===== src/rtl/mem_arb_pkg.sv =====
// Shared types and constants for the single-port memory arbiter.
package mem_arb_pkg;

  // Arbiter sequencing: wait for a request, drive the memory, report completion.
  typedef enum logic [1:0] {
    IDLE   = 2'd0,
    ACCESS = 2'd1,
    DONE   = 2'd2
  } state_t;

  // Which requester owns the transaction currently in flight.
  typedef enum logic {
    GNT_I = 1'b0,
    GNT_D = 1'b1
  } grant_t;

  // Width of the wait-state counter; supports 0..15 extra memory cycles.
  localparam int WAIT_W = 4;

endpackage


===== src/rtl/mem_arb_wait_cnt.sv =====
// Loadable down-counter with a zero flag, used to time the memory access window.
module mem_arb_wait_cnt
  import mem_arb_pkg::*;
(
  input  logic              clk,
  input  logic              reset,
  input  logic              load,
  input  logic [WAIT_W-1:0] load_val,
  input  logic              dec,
  output logic              zero
);

  logic [WAIT_W-1:0] count;

  // Load takes precedence; decrement saturates at zero.
  always_ff @(posedge clk or negedge reset) begin
    if (!reset) begin
      count <= '0;
    end else if (load) begin
      count <= load_val;
    end else if (dec && (count != '0)) begin
      count <= count - 1'b1;
    end
  end

  assign zero = (count == '0);

endmodule


===== src/rtl/mem_arbiter.sv =====
// Arbiter serialising the instruction-fetch and data ports onto one synchronous SRAM.
// Optional build macro: MEM_ARB_RR_EN selects round-robin arbitration instead of
// fixed data-over-instruction priority.
//
// Handshake: a port raises its request (i_req, or d_rd/d_wr) and holds it; the
// arbiter grants only from IDLE, runs WAIT_STATES+1 ACCESS cycles, then pulses the
// port's done for one cycle with read data valid in that cycle. Requests changing
// after the grant do not affect the in-flight access; a request still high when
// the arbiter is back in IDLE is taken as a fresh transaction.
module mem_arbiter
  import mem_arb_pkg::*;
#(
  parameter int ADDR_W      = 8,
  parameter int DATA_W      = 16,
  parameter int WAIT_STATES = 2
) (
  input  logic              clk,
  input  logic              reset,
  input  logic              i_req,
  input  logic [ADDR_W-1:0] i_addr,
  output logic [DATA_W-1:0] i_rdata,
  output logic              i_done,
  input  logic              d_rd,
  input  logic              d_wr,
  input  logic [ADDR_W-1:0] d_addr,
  input  logic [DATA_W-1:0] d_wdata,
  output logic [DATA_W-1:0] d_rdata,
  output logic              d_done,
  output logic              mem_ce,
  output logic              mem_we,
  output logic [ADDR_W-1:0] mem_addr,
  output logic [DATA_W-1:0] mem_wdata,
  input  logic [DATA_W-1:0] mem_rdata,
  output logic              busy,
  output state_t            fsm_state
);

  localparam logic [WAIT_W-1:0] WAIT_LOAD = WAIT_STATES[WAIT_W-1:0];

  state_t state_q;
  state_t state_d;
  grant_t gnt_q;
  logic   dir_q;
  logic   d_req;
  logic   any_req;
  logic   prefer_d;
  logic   pick_d;
  logic   start;
  logic   finish;
  logic   cnt_zero;

  // A simultaneous read and write on the data port is a write.
  assign d_req   = d_rd | d_wr;
  assign any_req = d_req | i_req;
  assign pick_d  = d_req && (!i_req || prefer_d);
  assign start   = (state_q == IDLE) && any_req;
  assign finish  = (state_q == ACCESS) && cnt_zero;

`ifdef MEM_ARB_RR_EN
  grant_t last_gnt;

  // Remember the last winner so a contended grant alternates; reset favours data.
  always_ff @(posedge clk or negedge reset) begin
    if (!reset) begin
      last_gnt <= GNT_I;
    end else if (start) begin
      last_gnt <= pick_d ? GNT_D : GNT_I;
    end
  end

  assign prefer_d = (last_gnt == GNT_I);
`else
  assign prefer_d = 1'b1;
`endif

  mem_arb_wait_cnt u_wait_cnt (
    .clk      (clk),
    .reset    (reset),
    .load     (start),
    .load_val (WAIT_LOAD),
    .dec      (state_q == ACCESS),
    .zero     (cnt_zero)
  );

  // FSM state register.
  always_ff @(posedge clk or negedge reset) begin
    if (!reset) begin
      state_q <= IDLE;
    end else begin
      state_q <= state_d;
    end
  end

  // Next-state logic: one access per grant, one DONE cycle, back to IDLE.
  always_comb begin
    state_d = state_q;
    case (state_q)
      IDLE:    if (any_req) state_d = ACCESS;
      ACCESS:  if (cnt_zero) state_d = DONE;
      DONE:    state_d = IDLE;
      default: state_d = IDLE;
    endcase
  end

  assign fsm_state = state_q;

  // Latch the winner's request at grant and drive the memory for the access window.
  always_ff @(posedge clk or negedge reset) begin
    if (!reset) begin
      gnt_q     <= GNT_I;
      dir_q     <= 1'b0;
      mem_ce    <= 1'b0;
      mem_we    <= 1'b0;
      mem_addr  <= '0;
      mem_wdata <= '0;
    end else if (start) begin
      gnt_q    <= pick_d ? GNT_D : GNT_I;
      dir_q    <= pick_d && d_wr;
      mem_ce   <= 1'b1;
      mem_we   <= pick_d && d_wr;
      mem_addr <= pick_d ? d_addr : i_addr;
      if (pick_d && d_wr) mem_wdata <= d_wdata;
    end else if (finish) begin
      mem_ce <= 1'b0;
      mem_we <= 1'b0;
    end
  end

  // Capture read data on the last access cycle and pulse the owner's done.
  always_ff @(posedge clk or negedge reset) begin
    if (!reset) begin
      i_done  <= 1'b0;
      d_done  <= 1'b0;
      i_rdata <= '0;
      d_rdata <= '0;
      busy    <= 1'b0;
    end else begin
      i_done <= 1'b0;
      d_done <= 1'b0;
      busy   <= (state_d != IDLE);
      if (finish) begin
        if (gnt_q == GNT_D) begin
          d_done <= 1'b1;
          if (!dir_q) d_rdata <= mem_rdata;
        end else begin
          i_done  <= 1'b1;
          i_rdata <= mem_rdata;
        end
      end
    end
  end

endmodule


===== config.mk =====
export PLATFORM = sky130hd
export DESIGN_NAME = mem_arbiter
export DESIGN_NICKNAME = d
export VERILOG_FILES = /design/src/rtl/mem_arb_pkg.sv /design/src/rtl/mem_arb_wait_cnt.sv /design/src/rtl/mem_arbiter.sv
export SDC_FILE = /design/constraint.sdc
export NUM_CORES = 1
export LEC_CHECK = 0
export ABC_CLOCK_PERIOD_IN_PS = 4000
export CORE_MARGIN = 4
export CORE_UTILIZATION = 40
export CTS_BUF_LIST = sky130_fd_sc_hd__clkbuf_2
export CTS_CLUSTER_SIZE = 40
export DETAILED_ROUTE_END_ITERATION = 8
export GPL_ROUTABILITY_DRIVEN = 0
export PLACE_DENSITY = 0.8
export SYNTH_ARGS = -nofsm -noshare
export SYNTH_HDL_FRONTEND = slang
export SYNTH_HIERARCHICAL = 1
export SYNTH_SLANG_ARGS = --single-unit

===== constraint.sdc =====
create_clock -name clk -period 4 [get_ports clk]
set_input_delay 0.4 -clock clk [delete_from_list [all_inputs] [get_ports clk]]
set_output_delay 0.4 -clock clk [all_outputs]
set_load 0.01 [all_outputs]

Yosys cells after proc, flatten, opt, wreduce, memory -nomap -nowiden:

Cells that the tools add are included.
Widths: inputs -> output; s select.

* add/subtract/negate cells: 1
* reduce and logical (&&, ||, !) cells: 13
* bitwise logic cells: 4
* eq/ne operators: 1
* muxes and demuxes: 14

Operator list (count)
* $mux 1: 8
* $mux 4: 2
* $mux 8: 1
* $reduce_bool 2->1: 3
* $logic_and 1x1->1: 4
* $logic_not 4->1: 1
* $mux 2: 2
* $pmux 2 s2: 1
* $reduce_and 2->1: 2
* $reduce_bool 4->1: 1
* $sub 4x1->4 const B: 1
* $reduce_and 3->1: 1
* $eq 2x1->1 const B: 1
* $logic_not 2->1: 1
* $not 1->1: 2
* $or 1x1->1: 2

* register bits: 69
* bits of input ports: 53
* output and inout port bits: 63

Depth between registers and ports, before layout:

Gate-level depths: netlist (run 1).

* depth after elaboration: 5
* gate-level depth with buffers: 7

Modules after synthesis:

Netlist (run 1), hierarchy kept.

By module, submodules not included
* mem_arbiter: cells each 158, times used 1, area each 2552.4 µm²
* mem_arb_wait_cnt: cells each 27, times used 1, area each 270.3 µm²

Worst setup path after synthesis (run 1):

No wires, ideal clock.

* path type: register -> register
* start: register u_wait_cnt.count[0]
* end: register d_rdata[10]
* period minus slack after synthesis: 2048 ps
* data arrival time: 1923 ps
* setup slack: 1952 ps
* stages on the path, launching flop included: 8
* buffers on the path: 1
* library setup time: 125 ps
* cells stage by stage: dfrtp_1 inv_1 ha_1 nor3b_2 nand3b_4 nor3_4 buf_4 mux2_2

* word-level cells in the longest chain between the ends: 3

RTL lines
* start: declaration: line mem_arb_wait_cnt.sv:13 `logic [WAIT_W-1:0] count;`
* start signal: assignment: line mem_arb_wait_cnt.sv:20 `count <= load_val;`
* start signal: assignment: line mem_arb_wait_cnt.sv:22 `count <= count - 1'b1;`
* $logic_not 4->1: line mem_arb_wait_cnt.sv:26 `assign zero = (count == '0);`
* net cnt_zero: line mem_arbiter.sv:50 `logic cnt_zero;`
* $logic_and 1x1->1: line mem_arbiter.sv:57 `assign finish = (state_q == ACCESS) && cnt_zero;`
* $reduce_and 3->1 (no line)
* end signal: assignment: line mem_arbiter.sv:144 `if (!dir_q) d_rdata <= mem_rdata;`
* end: declaration: line mem_arbiter.sv:27 `output logic [DATA_W-1:0] d_rdata,`

The timed path passes the listed nets, and every way through them passes these cells.
A chain may end at the register's enable or synchronous reset.

Worst setup path in the final report (run 1):

* start: register u_wait_cnt.count[0]
* end: register i_rdata[7]

* word-level cells in the longest chain between the ends: 3

RTL lines
* $logic_not 4->1: line mem_arb_wait_cnt.sv:26
* net cnt_zero: line mem_arbiter.sv:50
* $logic_and 1x1->1: line mem_arbiter.sv:57
* $reduce_and 2->1 (no line)
* end signal: assignment: line mem_arbiter.sv:147 `i_rdata <= mem_rdata;`
* end: declaration: line mem_arbiter.sv:21 `output logic [DATA_W-1:0] i_rdata,`

The timed path passes the listed nets, and every way through them passes these cells.

==> metrics.md, run 1 <==
| Metric | Value |
|---|---|
| Final wirelength | 6320 um |
| Setup crit end kind | register |
| Mapped Avg Cell Area | 15.3 sq um |
| Initial Util | 41.3% |
| Setup ws final | 1.49 ns |
| Max Slew Vio Count | 0 |
| ANT cells | 0 |
| DP HPWL | 4710 um |
| Fin cells | 410 |
| Crit path kind | register to register |
| PortBufs | 115 |
| Nets | 363 |
| CORE AREA | 0.00683 sq mm |
| Crit path time final | 2.51 ns |
| # IOs | 116 |
| Wirelength per Cell | 15.4 um |
| DR vias/cell | 4.68 |
| Synth Cell Area | 0.00282 sq mm |
| Htree depth | 3 |
| Clock Tree Buf Depth | 2 |
| DP Worst Slack | 1.44 ns |
| Setup violators final | 0 |
| Synth top area share | 61.2% |
| Ys Warns | 6 |
| CTS root buf | clkbuf_2 |
| Top FF cell, synth | dfrtp_1 |
| Post-synthesis sequential area ratio | 61.2% |
| Worst Skew | 0.0223 ns |
| First-pass GRT wire length | 10100 um |
| Fmax | 398 MHz |
| Worst VDD drop | 0.422 mV |
| Initial DRC count | 28 |
| Post-synth ARST share | 100% |
| Syn Inst Count | 185 |
| CP Data Required Time | 4.37 ns |
| Worst-path maximum fanout | 17 |
| Row cnt | 30 |
| CTS Buf Count | 9 |
| Clock sink total | 69 |
| Worst skew pair latency | 0.47 ns |
| Worst Setup Start Kind | register |
| Synth area leaders | dfrtp_1, mux2_2, buf_6 |
| Top cell type by total area after synthesis | dfrtp_1 |
| FF/Latch Area | 0.00173 sq mm |
| GRT Total Usage | 15.4% |
| Setup TNS | 0 ns |
| Antenna violations before repair | 0 |
| P_leak | 0.00178 uW |
| Final Cycle Share | 62.7% |
| Placed cell area | 0.00405 sq mm |
| CTS tree | built |
| Synth cell types | 33 |
| Vias in the first global route | 1993 |
| Slew HR | 32.4% |
| Pwr/cell area | 766 mW/mm^2 |
| DP Cell Count | 394 |
| Slew @ Worst Pin | 1.01 ns |
| Slowest cell on the critical path | nor2_2 |
| Postcts setup bufs | 0 |
| Post-synth EDFFs | 0 |
| Die width | 92.0 um |
| Area of the multi-input gates | 0.00101 sq mm |
| Final hold viol count | 0 |
| ANT nets after route | 0 |
| Cell area after layout | 0.00419 sq mm |
| CP Cell Sequence | inv_1 -> ha_1 -> nor3b_2 -> nand3b_4 -> nor2_2 -> mux2_2 |
| Hold buffers post-CTS | 0 |
| Class of the worst hold path | input port to asynchronous set/reset pin |
| Crit-path max cell delay | 0.67 ns |
| #FFs+latches synth | 69 |
| # DRC | 0 |
| Clock transition at the registers of the reported paths | 0.19 ns |
| DIE AREA | 0.00846 sq mm |
| Share of cells above drive strength 1 | 28.3% |
| Pin count of the biggest net entering global routing | 47 |
| Post-CTS sizing | 0 |
| 1st-pass router iterations | 4 |
| Maxcap violations | 0 |
| Remaining Overflow, GRT | 0 |
| Worst Path Arrival | 2.88 ns |
| RSZ-0062 raised after global routing | false |
| Outcome | finished, final reports clean |
| Layout overhead on the synthesized area | 48.3% |
| Fill cell count | 560 |
| Vias post-DR | 1918 |
| Die extent in y | 92.0 um |
synth_stat cells (all sizes together) (2+ instances only):
cell type  number
dfrtp          69
mux2           62
inv             8
buf             6
nand2           6
o21ai           4
nor2            3
nor3            3
a21o            2
a21oi           2
conb            2
mux2i           2
nor3b           2
worst paths after layout:
| path | startpoint | to | slack, ns | cells past startpoint |
|---|---|---|---|---|
| max | u_wait_cnt/count[0] | i_rdata[7] | 1.49 | 6 |
| min | reset | d_rdata[0] | 0.07 | 1 |
| max reg2reg | u_wait_cnt/count[0] | i_rdata[7] | 1.49 | 6 |
| min reg2reg | mem_ce | mem_ce | 0.51 | 2 |
| max in group asynchronous | reset | u_wait_cnt/count[0] | 3.02 | 2 |
| min in group clk | mem_ce | mem_ce | 0.51 | 2 |
worst max-delay path: cells and delay by family, from the launching register on:
family | cells | cell delay (ns)
fa+ha+maj | 1 | 0.20
buf+inv | 1 | 0.08
flops | 1 | 0.45
mux | 1 | 0.42
simple gates | 3 | 1.27
per-layer routing:
layer,wire [um],track usage [%],part of all wire (%),vias to the layer above
met2,3320,25.7,53,57
met1,2510,18.1,40,960
met5,0,0,0,-
li1,-,-,-,895
met3,397,6.73,6.3,6
met4,89,4.21,1.4,0
logic make-up after synthesis:
family	synth area share [%]
multiplexers	25.4
adder cells (fa/ha/maj)	0.443
buffers and inverters	3.19
other	0.266
flip-flops	61.2
AO/OA/AOI/OAI	3.68
AND/OR/NAND/NOR	5.81
metrics by stage:
step | power (uW) | hold WS [ns] | utilization [%]
floorplan | 1980 | 0.104 | -
global placement | 2760 | 0.468 | 59.3
detailed placement | 2800 | 0.473 | 59.3
CTS | 3250 | 0.0508 | 61.3
global route | 3410 | 0.0738 | 61.3
finish | 3210 | 0.0693 | 61.3
cells in the final DEF, fill, tap and decap left out, types with 2 or more instances in the layout:
master and instances:
nand2_1 6, mux2_2 62, nor3_1 2, bufinv_16 2, buf_4 2, clkdlybuf4s50_1 114
clkinv_1 2, clkinvlp_4 3, mux2i_1 2, inv_1 7, a21o_1 2, clkbuf_2 9
conb_1 4, nor2_2 2, o21ai_0 3, dfrtp_1 69, a21oi_1 2
cell type report:
type                    count  share of cell area (%)
clock buffers               9                    1.08
clock inverters             7                    2.15
inverters                   8                   0.717
multi-input cells         104                    24.2
flip-flops and latches     69                    41.2
well taps                  96                    2.87
repair buffers            117                    27.7
sequential cells by signal (all words and copies together) (netlist names):
signal	cells
gnt_q	1
d_done	1
i_done	1
d_rdata	16
mem_ce	1
dir_q	1
u_wait_cnt/count	4
fsm_state	2
mem_we	1
mem_wdata	16
busy	1
mem_addr	8
i_rdata	16
power breakdown:
group / total [uW] / leakage (uW) / switching (uW) / internal (uW)
Sequential: 1230 / 0.000827 / 191 / 1040
Clock: 448 / 0.0000692 / 246 / 202
Combinational: 1530 / 0.000883 / 587 / 941
Note: power is estimated with default switching activity, not from simulation.
==> run 2: changes to the inputs <==
--- a/config.mk
+++ b/config.mk
@@ -5,14 +5,14 @@
 export SDC_FILE = /design/constraint.sdc
 export NUM_CORES = 1
 export LEC_CHECK = 0
-export ABC_CLOCK_PERIOD_IN_PS = 4000
+export ABC_CLOCK_PERIOD_IN_PS = 2200
 export CORE_MARGIN = 4
 export CORE_UTILIZATION = 40
 export CTS_BUF_LIST = sky130_fd_sc_hd__clkbuf_2
 export CTS_CLUSTER_SIZE = 40
 export DETAILED_ROUTE_END_ITERATION = 8
 export GPL_ROUTABILITY_DRIVEN = 0
-export PLACE_DENSITY = 0.8
+export PLACE_DENSITY = 0.83
 export SYNTH_ARGS = -nofsm -noshare
 export SYNTH_HDL_FRONTEND = slang
 export SYNTH_HIERARCHICAL = 1
==> constraint.sdc (replaced) <==
create_clock -name clk -period 2.2 [get_ports clk]
set_input_delay 0.22 -clock clk [delete_from_list [all_inputs] [get_ports clk]]
set_output_delay 0.22 -clock clk [all_outputs]
set_load 0.01 [all_outputs]
==> run 2 against run 1 <==
Against the previous run:
- via count rose by 0.68%
- worst hold slack improved by 0.17 ns
- clock skew fell by 0.0032 ns
- highest routed layer unchanged
- clock-buffer cell count did not move
- critical path type unchanged
==> metrics.md, run 2 (same netlist as run 1, synthesis figures left out) <==
| Metric | Value |
|---|---|
| Outcome | finished, final reports clean |
| P_leak | 0.00184 uW |
| Antenna violations before repair | 0 |
| Layout overhead on the synthesized area | 52.0% |
| Final wirelength | 6340 um |
| First-pass GRT wire length | 10300 um |
| Class of the worst hold path | input port to asynchronous set/reset pin |
| Crit path kind | register to register |
| GRT Total Usage | 15.6% |
| CP Data Required Time | 2.57 ns |
| PortBufs | 115 |
| DIE AREA | 0.00846 sq mm |
| Capturing point of the worst reg2reg path | d_rdata[4] |
| Remaining Overflow, GRT | 0 |
| Crit path time final | 2.01 ns |
| Fmax | 498 MHz |
| Htree depth | 3 |
| Power, Total | 6010 uW |
| Maxcap violations | 0 |
| Die width | 92.0 um |
| R2r setup slk | 0.19 ns |
| Final Cycle Share | 91.3% |
| Clock Tree Buf Depth | 2 |
| Vias post-DR | 1931 |
| Vias in the first global route | 2054 |
| Share of cells above drive strength 1 | 29.6% |
| CTS tree | built |
| Row cnt | 30 |
| Placed cell area | 0.00412 sq mm |
| Worst-path maximum fanout | 16 |
| Die extent in y | 92.0 um |
| Setup crit end kind | register |
| DP Worst Slack | 0.134 ns |
| Cell area after layout | 0.00429 sq mm |
| 1st-pass router iterations | 4 |
| RSZ-0062 raised after global routing | false |
| ANT cells | 0 |
| ANT nets after route | 0 |
| Clock sink total | 69 |
| Clock transition at the registers of the reported paths | 0.20 ns |
| Setup TNS | 0 ns |
| Nets | 368 |
| Pwr/cell area | 1400 mW/mm^2 |
| Wirelength per Cell | 15.3 um |
| Worst Path Arrival | 2.38 ns |
| Most common cell after layout, fill and taps aside | clkdlybuf4s50_1 |
| Most frequent cells in the layout | clkdlybuf4s50_1, dfrtp_1, mux2_2 |
| CORE AREA | 0.00683 sq mm |
| CTS Buf Count | 9 |
| Setup violators final | 0 |
| Worst Setup Start Kind | register |
| Max Slew Vio Count | 0 |
| Worst Skew | 0.0191 ns |
| Initial DRC count | 43 |
| Worst VDD drop | 0.710 mV |
| # DRC | 0 |
| Setup ws final | 0.191 ns |
| Initial Util | 41.3% |
| Largest regs | d_rdata x16, i_rdata x16, mem_wdata x16 |
| CTS root buf | clkbuf_2 |
| Worst Reg-to-Reg Cells | 7 |
| # IOs | 116 |
| Final hold viol count | 0 |
| Worst skew pair latency | 0.48 ns |
| DP HPWL | 4730 um |
| Worst R2R Start | u_wait_cnt/count[0] |
| DR vias/cell | 4.66 |
| Pin count of the biggest net entering global routing | 70 |
==> run 2: worst max path at each step <==
stage,startpoint,end,slack (ns),cells past startpoint
2_1_floorplan,u_wait_cnt/count[0],d_rdata[10],0.15,7
3_3_place_gp,u_wait_cnt/count[0],d_rdata[0],0.23,7
3_5_place_dp,u_wait_cnt/count[0],d_rdata[5],0.13,7
4_1_cts,u_wait_cnt/count[0],d_rdata[15],0.09,7
5_1_grt,u_wait_cnt/count[0],d_rdata[15],0.02,7
6_report,u_wait_cnt/count[0],d_rdata[4],0.19,7
==> run 2: timing repair <==
item / CTS / global route
setup buffers: 0 / 0
hold endpoints to repair: 69 / 0
hold buffers: 1 / 0
setup endpoints to repair: 0 / 16
gates resized for setup: 0 / 1
==> run 2: layer usage <==
layer  vias up  track usage, %  part of all wire, %
li1        905               -                    -
met1       950            18.1                   39
met2        64            26.6                   52
met3        12            4.51                  6.7
met4         0            7.18                  2.1
met5         -               0                    0
==> run 2: report_power, final <==
group          total [uW]  switching (uW)  leakage, uW  internal (uW)
logic                2830            1070     0.000920           1760
clock network         931             445    0.0000884            486
registers            2240             354     0.000827           1890
total                6010            1870      0.00184           4140
==> run 2: per-stage QoR <==
| step | util [%] | instances | hold WS [ns] |
|---|---|---|---|
| 6_report | 62.8 | 414 | 0.243 |
| 4_1_cts | 62.7 | 414 | 0.231 |
| 3_3_place_gp | 60.3 | 398 | 0.271 |
| 3_5_place_dp | 60.3 | 398 | 0.275 |
| 2_1_floorplan | - | 187 | -0.0756 |
| 5_1_grt | 62.8 | 414 | 0.262 |
==> run 2: final cells by class <==
cell class,instances,area [sq um]
clock buffers,9,45.0
clock inverters,6,111
fillers,530,2540
inverters,8,30.0
multi-input cells,104,1020
flip-flops and latches,69,1730
well taps,96,120
repair buffers,122,1240
==> run 2: worst max-delay path: stages (launching register included) <==
cell	delay (ns)
dfrtp_1	0.45
inv_1	0.07
ha_1	0.21
nor3b_4	0.33
nand3b_4	0.16
nor3_4	0.18
buf_12	0.18
mux2_2	0.34
==> run 3: changes to the inputs <==
--- a/config.mk
+++ b/config.mk
@@ -5,6 +5,7 @@
 export SDC_FILE = /design/constraint.sdc
 export NUM_CORES = 1
 export LEC_CHECK = 0
+export ABC_AREA = 1
 export ABC_CLOCK_PERIOD_IN_PS = 2200
 export CORE_MARGIN = 4
 export CORE_UTILIZATION = 40
@@ -12,7 +13,8 @@
 export CTS_CLUSTER_SIZE = 40
 export DETAILED_ROUTE_END_ITERATION = 8
 export GPL_ROUTABILITY_DRIVEN = 0
-export PLACE_DENSITY = 0.83
+export GPL_TIMING_DRIVEN = 0
+export PLACE_DENSITY = 0.82
 export SYNTH_ARGS = -nofsm -noshare
 export SYNTH_HDL_FRONTEND = slang
 export SYNTH_HIERARCHICAL = 1
==> run 3 against run 2 <==
Against the previous run:
- register-to-register slack better by 0.27 ns
- first-iteration DRC count up 93%
- final area up 3.5%
- flip-flop and latch count unchanged
- cell count up 41%
- critical path type unchanged
==> metrics.md, run 3 <==
| Metric | Value |
|---|---|
| Slew HR | 42.0% |
| Post-synth ARST share | 100% |
| Clk pwr share | 12.1% |
| M1 WL | 3170 um |
| Final hold viol count | 0 |
| Comb power frac | 51.0% |
| Worst VDD drop | 0.682 mV |
| Ys Warns | 6 |
| Synth Cell Area | 0.00304 sq mm |
| Setup violators final | 0 |
| ANT cells | 0 |
| Clock transition at the registers of the reported paths | 0.22 ns |
| Most common cell in the netlist | nand2_1 |
| Psw | 2340 uW |
| Placed cell area | 0.00431 sq mm |
| Antenna violations before repair | 0 |
| Crit path kind | register to register |
| Most frequent cells in the layout | nand2_1, clkdlybuf4s50_1, dfrtp_1 |
| Outcome | finished, final reports clean |
| Mapped Avg Cell Area | 8.65 sq um |
| Share of cells above drive strength 1 | 9.07% |
| Worst Reg-to-Reg Cells | 10 |
| Crit path time final | 1.74 ns |
| Fmax | 575 MHz |
| Setup crit end kind | register |
| Class of the worst hold path | input port to register |
| Post-synthesis sequential area ratio | 56.9% |
| Worst Setup Start Kind | register |
| Maxcap violations | 0 |
| P_leak | 0.00219 uW |
| Row cnt | 31 |
| Cell area after layout | 0.00444 sq mm |
| Pin count of the biggest net entering global routing | 70 |
| RSZ-0062 raised after global routing | false |
| Postcts setup bufs | 0 |
| Post-CTS sizing | 0 |
| 1st-pass router iterations | 4 |
| Htree depth | 3 |
| Final Cycle Share | 79.0% |
| Most common cell after layout, fill and taps aside | nand2_1 |
| CTS Buf Count | 9 |
| Flop pwr share | 37.0% |
| Crit-path max cell delay | 0.43 ns |
| CP Data Required Time | 2.64 ns |
| Syn Inst Count | 351 |
| Wirelength per Cell | 13.1 um |
| Initial Util | 41.4% |
| Vias in the first global route | 2745 |
| Uppermost layer routed | met4 |
| Clock Tree Buf Depth | 2 |
| CORE AREA | 0.00733 sq mm |
| DP HPWL | 5630 um |
| Power, Total | 6030 uW |
| Internal Power | 3690 uW |
| Top cell type by total area after synthesis | dfrtp_1 |
| Layout overhead on the synthesized area | 46.2% |
| Remaining Overflow, GRT | 0 |
| CTS tree | built |
| Met2 wire length | 3830 um |
| Synth cell count leaders | nand2_1, dfrtp_1, o21ai_0 |
| DP Worst Slack | 0.302 ns |
| GRT Total Usage | 17.8% |
| ANT nets after route | 0 |
| CTS root buf | clkbuf_2 |
| # IOs | 116 |
| Worst Skew | 0.0296 ns |
| Post-synth EDFFs | 0 |
| #FFs+latches synth | 69 |
| Met3 WL | 508 um |
| Sw Share | 38.8% |
| Worst skew pair latency | 0.49 ns |
| DR vias/cell | 4.64 |
| Fin util | 60.6% |
| Synth cell types | 26 |
| Synth area leaders | dfrtp_1, nand2_1, o21ai_0 |
| Die extent in y | 95.1 um |
| Slowest cell on the critical path | dfrtp_1 |
| # DRC | 0 |
| Die width | 95.1 um |
| Clock sink total | 69 |
| Hold buffers post-CTS | 2 |
| Final wirelength | 7630 um |
| Synth top area share | 56.9% |
| Hold path cells | 3 |
| Slew @ Worst Pin | 0.870 ns |
| Worst-path maximum fanout | 10 |
| Largest regs | d_rdata x16, i_rdata x16, mem_wdata x16 |
| Max Slew Vio Count | 0 |
| First-pass GRT wire length | 12600 um |
| DIE AREA | 0.00905 sq mm |
| Top FF cell, synth | dfrtp_1 |
| Worst Path Arrival | 2.18 ns |
| Nets | 534 |
| Vias post-DR | 2707 |
| Pwr/cell area | 1360 mW/mm^2 |
| CP Cell Sequence | inv_1 -> ha_1 -> nand2_2 -> inv_1 -> nand3_2 -> buf_6 -> nor2_8 -> buf_6 -> nand2_1 -> nand2_1 |
| Initial DRC count | 83 |
| PortBufs | 114 |
| Setup ws final | 0.462 ns |
## run 3: cell count changes after synthesis, moves of 6 or more
cell,delta
nand2_2,+6
mux2_2,-62
nand2_1,+182
inv_1,+6
nand4_1,+16
o21ai_0,+18
## run 3: logic make-up after synthesis
family,count (synthesis),share of synthesized area [%]
flip-flops,69,56.9
AND/OR/NAND/NOR,228,33.2
buffers and inverters,29,5.69
adder cells (fa/ha/maj),1,0.412
AO/OA/AOI/OAI,22,3.63
other,2,0.247
## run 3: path summary, 6_finish.rpt
| check | startpoint | to | slack [ns] |
|---|---|---|---|
| max | u_wait_cnt/count[0] | i_rdata[8] | 0.46 |
| min | mem_rdata[10] | i_rdata[10] | 0.26 |
| max reg2reg | u_wait_cnt/count[0] | i_rdata[8] | 0.46 |
| min reg2reg | mem_wdata[0] | mem_wdata[0] | 0.50 |
| max in group asynchronous | reset | mem_wdata[0] | 1.24 |
| min in group asynchronous | reset | d_rdata[14] | 0.36 |
## run 3: worst max-delay path, delay by kind of cell, from the launching register on
kind / cells / cell delay [ns]
buffers and inverters: 4 / 0.55
AND/OR/NAND/NOR: 5 / 0.51
flip-flops: 1 / 0.43
adder cells (fa/ha/maj): 1 / 0.23
## run 3: power by group through the flow
stage | Sequential [uW] | Combinational [uW] | Clock [uW]
6_report | 2230 | 3070 | 727
5_1_grt | 2320 | 3410 | 801
4_1_cts | 2240 | 3140 | 751
3_5_place_dp | 2260 | 3120 | 0
3_3_place_gp | 2240 | 3040 | 0
2_1_floorplan | 2500 | 1260 | 0
## run 3: final cells by class
| cell class | count | area, sq um |
|---|---|---|
| Fill cell | 668 | 2890 |
| Sequential cell | 69 | 1730 |
| Timing Repair Buffer | 116 | 1160 |
| Multi-Input combinational cell | 255 | 1140 |
| Tap cell | 99 | 124 |
| Buffer | 14 | 116 |
| Clock inverter | 6 | 63.8 |
| Inverter | 15 | 56.3 |
| Clock buffer | 10 | 50.0 |
## run 3: routing by layer
metal	vias up	track usage [%]
met1	1261	21.7
met3	12	4.97
met2	75	29.9
li1	1359	-
met4	0	6.49
met5	-	0
## run 3: stage by stage
stage / cells / hold slack [ns] / setup TNS (ns)
4_1_cts: 584 / 0.214 / 0
3_5_place_dp: 566 / 0.396 / 0
3_3_place_gp: 566 / 0.454 / -93.70
2_1_floorplan: 353 / -0.0756 / 0
5_1_grt: 584 / 0.229 / 0
6_report: 584 / 0.262 / 0
